$ cat src/rtl/wb_arbiter.sv
// Writeback arbiter: merges single-cycle ALU results with FIFO-buffered load responses
// into one registered register-file write port, and tracks loads still in flight.
module wb_arbiter #(
    parameter int DEPTH = 2,
    parameter int AW    = 1
) (
    input  logic        clk,
    input  logic        rst,
    input  logic        alu_wen,
    input  logic [4:0]  alu_rd,
    input  logic [31:0] alu_data,
    output logic        alu_stall,
    input  logic        ld_valid,
    input  logic [4:0]  ld_rd,
    input  logic [31:0] ld_data,
    output logic        ld_ready,
    input  logic        iss_valid,
    input  logic [4:0]  iss_rd,
    input  logic [4:0]  rs1_addr,
    input  logic [4:0]  rs2_addr,
    output logic        busy_rs1,
    output logic        busy_rs2,
    output logic        regwrite,
    output logic [4:0]  writereg_addr,
    output logic [31:0] writedata
);

    localparam logic [AW:0] FULL_CNT = (AW+1)'(DEPTH);

    logic [36:0]   mem [DEPTH];
    logic [AW-1:0] wr_ptr;
    logic [AW-1:0] rd_ptr;
    logic [AW:0]   count;
    logic [31:0]   busy;
    logic [31:0]   busy_next;

    logic          full;
    logic          empty;
    logic          push;
    logic          pop;
    logic          alu_sel;
    logic [4:0]    head_rd;
    logic [31:0]   head_data;
    logic [4:0]    win_rd;
    logic [31:0]   win_data;
    logic          win_valid;

    assign full      = (count == FULL_CNT);
    assign empty     = (count == '0);
    assign ld_ready  = !full;
    assign push      = ld_valid && !full;
    assign head_rd   = mem[rd_ptr][36:32];
    assign head_data = mem[rd_ptr][31:0];

    // A full FIFO takes priority so load responses cannot be starved by a busy ALU.
    assign pop       = !empty && (full || !alu_wen);
    assign alu_sel   = alu_wen && !full;
    assign alu_stall = alu_wen && full;

    assign win_valid = pop || alu_sel;
    assign win_rd    = pop ? head_rd   : alu_rd;
    assign win_data  = pop ? head_data : alu_data;

    assign busy_rs1  = busy[rs1_addr];
    assign busy_rs2  = busy[rs2_addr];

    // Clear-then-set ordering makes a newly issued load win over a same-cycle writeback.
    always_comb begin
        busy_next = busy;
        if (pop) begin
            busy_next[head_rd] = 1'b0;
        end
        if (iss_valid && iss_rd != 5'd0) begin
            busy_next[iss_rd] = 1'b1;
        end
        busy_next[0] = 1'b0;
    end

    always_ff @(posedge clk) begin
        if (push) begin
            mem[wr_ptr] <= {ld_rd, ld_data};
        end
    end

    always_ff @(posedge clk) begin
        if (!rst) begin
            wr_ptr        <= '0;
            rd_ptr        <= '0;
            count         <= '0;
            busy          <= '0;
            regwrite      <= 1'b0;
            writereg_addr <= 5'd0;
            writedata     <= 32'd0;
        end else begin
            if (push) begin
                wr_ptr <= wr_ptr + 1'b1;
            end
            if (pop) begin
                rd_ptr <= rd_ptr + 1'b1;
            end
            case ({push, pop})
                2'b10:   count <= count + 1'b1;
                2'b01:   count <= count - 1'b1;
                default: count <= count;
            endcase
            busy     <= busy_next;
            regwrite <= win_valid && (win_rd != 5'd0);
            if (win_valid && win_rd != 5'd0) begin
                writereg_addr <= win_rd;
                writedata     <= win_data;
            end
        end
    end

endmodule

$ cat config.mk
export PLATFORM = sky130hd
export DESIGN_NAME = wb_arbiter
export DESIGN_NICKNAME = d
export VERILOG_FILES = /design/src/rtl/wb_arbiter.sv
export SDC_FILE = /design/constraint.sdc
export NUM_CORES = 1
export LEC_CHECK = 0
export BUFFER_PORTS_ARGS = -buffer_cell sky130_fd_sc_hd__clkbuf_2
export CAP_MARGIN = 40
export CORE_UTILIZATION = 59
export DETAILED_ROUTE_END_ITERATION = 8
export MAX_ROUTING_LAYER = met4
export PLACE_DENSITY = 0.85
export SETUP_SLACK_MARGIN = 0.05
export SLEW_MARGIN = 15
export SYNTH_ARGS = -nofsm -noshare
export SYNTH_HDL_FRONTEND = slang
export SYNTH_SLANG_ARGS = --single-unit
$ cat constraint.sdc
create_clock -name clk -period 4.1 [get_ports clk]
set_clock_uncertainty 0.05 [all_clocks]
set_input_delay 0.615 -clock clk [delete_from_list [all_inputs] [get_ports clk]]
set_output_delay 0.615 -clock clk [all_outputs]
set_load 0.005 [all_outputs]
* After elaboration in Yosys (flattened, before gate mapping)
Memories as Yosys holds them, arrays and structs flattened. A register that Yosys moved wholly into a read port is not among the register bits.
Index checks and enable logic that the tools add are counted.
** Operators by class
- Bitwise operators :: 3
- $add $sub $neg :: 4
- Magnitude comparators :: 6
- Reductions and logical operators :: 17
- Multiplexer cells :: 17
- Multipliers :: 0
- Shifts and indexed selects :: 0
- Div/mod/pow operators :: 0
- Equality and inequality tests :: 3
** Operator list (count)
- two-way mux 32 bit :: 3
- AND 32 bit :: 1
- inverter 32 bit :: 1
- bitwise OR 32 bit :: 1
- less-than comparator 5 x 6 -> 1 bit, second input constant :: 4
- binary-select mux 1 bit (select 5 bit) :: 2
- demux 1 bit (select 5 bit) :: 2
- greater-or-equal comparator 5 x 1 -> 1 bit, second input constant :: 2
- nonzero test 5 bit :: 2
- logical AND 1 bit :: 8
- two-way mux 1 bit :: 8
- two-way mux 5 bit :: 1
- == test 2 bit, second input constant :: 2
- case mux 2 bit (2 select lines) :: 1
- logical NOT 1 bit :: 3
- adder 1 bit, second input constant :: 2
- adder 2 x 1 -> 2 bit, second input constant :: 1
- == test 2 x 1 -> 1 bit, second input constant :: 1
- logical NOT 2 bit :: 1
- logical OR 1 bit :: 2
- nonzero test 2 bit :: 1
- subtractor 2 x 1 -> 2 bit, second input constant :: 1
** Storage, ports and cells
- Memory bits (writable) :: 74
- Latch bits :: 0
- Bits of input ports :: 94
- Output and inout port bits :: 42
- Memories kept :: 1
- ROM bits :: 0
- Register bits after elaboration :: 74
** Memory list
- mem :: words 2, width 37, read ports 1, clocked after memory_dff 1, write ports 1, RTL line 30 : logic [36:0] mem [DEPTH];

* Logic depth before layout (Yosys ltp)
- Depth after elaboration :: 9
- Mapped depth :: 8
- Mapped depth without buffers :: 6

* Worst setup path before layout
Ideal clock, no wire load.
- Path kind :: input to register
- From :: input ld_valid
- To :: memory mem[0][0], enable pin
- Library setup time :: 431 ps
- Cell stages on the path :: 2
- Path slack :: 1350 ps
- Data required time :: 3619 ps
- Arrival time :: 2269 ps
- Path through :: nand2_1 nor2_1
** On the way
- Word-level cells in the longest chain between the ends :: 3
** Ends and longest elaborated chain
- from (decl) :: RTL line 13 : input logic ld_valid,
- logical AND 1 bit :: RTL line 51 : assign push = ld_valid && !full;
- two-way mux 1 bit :: RTL line 80 : if (push) begin
- two-way mux 1 bit (not written as such) :: RTL line 81 : mem[wr_ptr] <= {ld_rd, ld_data};
- to (decl) :: RTL line 30
No other way between the ends.

* Final worst setup path
- From :: input rs2_addr[0]
- To :: output busy_rs2
** On the way
- Word-level cells in the longest chain between the ends :: 2
** Ends and longest elaborated chain
- from (decl) :: RTL line 20 : input logic [4:0] rs2_addr,
- binary-select mux 1 bit (select 5 bit) :: RTL line 65 : assign busy_rs2 = busy[rs2_addr];
- two-way mux 1 bit (not written as such) :: RTL line 65
- to (decl) :: RTL line 22 : output logic busy_rs2,
No other way between the ends. The select of a mux whose other input is x is not followed.

==> metrics.md <==
| Metric | Value |
|---|---|
| Drt pass-1 iters | `7` |
| Slew at the pin closest to its max-slew limit | `0.916 ns` |
| Setup crit start kind | `input pin` |
| CTS tree | `built` |
| Reg clk slew, reported paths | `0.06 ns` |
| Die W | `107 um` |
| Power Dens Cells | `648 mW/mm^2` |
| Footprint of the multi-input gates | `0.00255 sq mm` |
| Register bit total from synthesis | `148` |
| Vias | `5,334` |
| Setup TNS | `0 ns` |
| Die height | `107 um` |
| Slowest CP cell | `mux4_2` |
| Drt initial violations | `494` |
| Seq/Total Area, Yosys | `56.9%` |
| GR Layer Usage met3 | `6.38%` |
| CTS H-Tree Depth | `4` |
| Cells after Synth | `590` |
| Critical path fanouts, max | `9` |
| Clock Path Buffers | `2` |
| Clock sinks | `148` |
| GRT Resource Usage Total | `30.2%` |
| Worst Path Buf+Inv | `2` |
| WHS | `0.225 ns` |
| Final Power | `0.00508 W` |
| Share of layout cells above drive strength 1 | `28.6%` |
| Max-cap violations | `0` |
| Final Cycle Share | `63.8%` |
| Core box area | `0.0105 sq mm` |
| Pleak | `2.93 nW` |
| Row count | `37` |
| Antenna Nets Post-Route | `0` |
| DRC violations left | `0` |
| IO Pins | `136` |
| Busiest grt layer | `met2` |
| Number of global-route vias before repair | `5,250` |
| Final GP Congestion | `0.972` |
| Synth top area share | `34.1%` |
| Register area | `0.00370 sq mm` |
| Area grow syn2layout | `20.6%` |
| Die area | `0.0115 sq mm` |
| Min Tclk post-route | `2.61 ns` |
| First-pass GRT wire length | `25.4 mm` |
| CP endpoint kind | `primary output` |
| Mapped Nets | `685` |
| Met2 GRT Util | `50.8%` |
| Nets | `805` |
| Initial antenna violation count | `0` |
| Clk Latency, worst-skew pair | `0.53 ns` |
| Fin cells | `859` |
| Max-slew headroom | `38.8%` |
| WS Path Type | `in2out` |
| Synth top area cells | `edfxtp_1 (34%), dfxtp_1 (23%), mux2i_1 (6.0%)` |
| Routed len/inst | `19.1 um` |
| Final Hold Violating Endpoints | `0` |
| Diode count | `0` |
| Cells along the critical path | `clkbuf_2 -> mux4_2 -> nand2_1 -> nand2_1 -> a31oi_1 -> nand3_1 -> clkbuf_2` |
| Post-Route WL | `16.4 mm` |
| Setup-failing EPs final | `0` |
| Dpl hpwl | `11.1 mm` |
| RSZ-0062 raised after global routing | `no` |
| Critical Path RT | `3.43 ns` |
| Initial Utilization | `61.9%` |
| Average cell area after synthesis | `11.0 sq um` |
| Max Slew Vio Count | `0` |
| Fill count | `650` |
| PortBufs | `135` |
| Total CTS buffers | `17` |
| Max Fclk | `382 MHz` |
| Leading area contributor after synthesis | `edfxtp_1` |
| CTS resizes | `0` |
| Worst vdd ir | `0.000389 V` |
| DR vias/cell | `6.21` |
| Min-delay worst type | `in2reg` |
| Arrival time worst endpoint | `1.95 ns` |
| Post-CTS setup buffer count | `0` |
| Met1 usage | `34.8%` |
| Post-CTS Hold Buffers | `0` |
| Overflow after GRT | `0` |
| DP Cell Count | `827` |
| Synthesis Warnings | `0` |
| Largest net degree at the start of global routing | `72` |
| Mapped Area | `0.00651 sq mm` |
| Top cell family by delay on the critical path | `multiplexers` |
| CP peak stage delay | `0.55 ns` |
| Yosys cell types | `41` |
| Status | `completed` |
| Root buf cell | `clkbuf_8` |
==> power by group <==
part | switching, W | total [W] | internal [W] | leakage (nW)
Combinational | 0.000901 | 0.00141 | 0.000513 | 1.33
Sequential | 0.000178 | 0.00205 | 0.00187 | 1.30
Clock | 0.000595 | 0.00162 | 0.00103 | 0.305
Total | 0.00167 | 0.00508 | 0.00341 | 2.93
==> flip-flops by register name, summed over array words and instances, names as in the netlist, named ones only <==
register	cells
rd_ptr	1
regwrite	1
count	2
busy	31
writereg_addr	5
writedata	32
wr_ptr	1
mem	74
==> path summary, 6_finish.rpt <==
kind                                 endpoint           from  slack (ns)  cells past startpoint
worst max register to register  writedata[18]       register        1.55                      6
worst min-delay path               mem[0][17]    ld_data[17]        0.23                      1
worst min register to register  writedata[27]  writedata[27]        0.42                      2
worst max-delay path                 busy_rs2    rs2_addr[0]        1.49                      7
==> synthesized netlist by cell type, drive strengths merged <==
cell,instances
a211oi,2
a21oi,33
a31oi,6
and2,3
and3,1
buf,23
clkbuf,21
dfxtp,74
edfxtp,74
ha,1
inv,6
mux2,4
mux2i,40
mux4,12
nand2,84
nand2b,5
nand3,5
nand3b,1
nand4,36
nand4b,2
nor2,26
nor2b,3
nor3,3
nor3b,1
nor4,3
nor4b,3
o211ai,37
o21ai,71
o41ai,1
or3,4
or3b,1
xnor2,2
xor2,2
==> kinds of logic after synthesis <==
kind of cell	share of synthesized area, %
compound gates	13.9
xor+xnor	0.538
fa+ha+maj	0.192
buf+inv	4.11
flops	56.9
mux	11.1
simple gates	13.3
==> placed cells by master (no fill, tap or decap), types with 5 or more instances in the layout <==
| cell type | n |
|---|---|
| o21ai_0 | 42 |
| mux4_2 | 12 |
| mux2i_1 | 39 |
| clkbuf_2 | 135 |
| dfxtp_1 | 73 |
| a21oi_1 | 33 |
| nand4_1 | 36 |
| o21ai_1 | 19 |
| a31oi_1 | 6 |
| nand2b_1 | 5 |
| nand2_1 | 84 |
| edfxtp_1 | 74 |
| nand3_1 | 5 |
| inv_1 | 6 |
| clkbuf_16 | 17 |
| o211ai_1 | 36 |
| buf_4 | 8 |
| o21ai_2 | 10 |
| nor2_1 | 24 |
==> metrics by stage <==
step           util, %  worst slack, ns  cell area [sq um]
5_1_grt           74.7             1.41               7850
6_report          74.7             1.49               7850
3_3_place_gp      68.4             1.53               7190
2_1_floorplan        -             1.35               6510
3_5_place_dp      68.8             1.47               7230
4_1_cts           74.7             1.47               7850
==> layer usage <==
layer	routed length, um	part of all wire [%]
met5	0	0
met3	1270	7.8
met2	8300	51
met4	518	3.2
met1	6340	39
==> worst reg2reg max path: stages (launching register included) <==
cell and delay (ns):
dfxtp_2 0.76, mux2i_2 0.39, or3b_1 0.39, o211ai_1 0.11
buf_4 0.40, nand4_1 0.21, o21ai_1 0.16
==> final cells by class <==
class                      instances  share of cell area (%)
clock inverter                    12                    2.22
tap                              136                    2.17
multi-input combinational        392                    32.5
sequential                       148                    47.2
inverter                           6                   0.287
clock buffer                      20                    5.69
timing repair buffer             145                    9.89
Note: power is estimated with default switching activity, not from simulation.
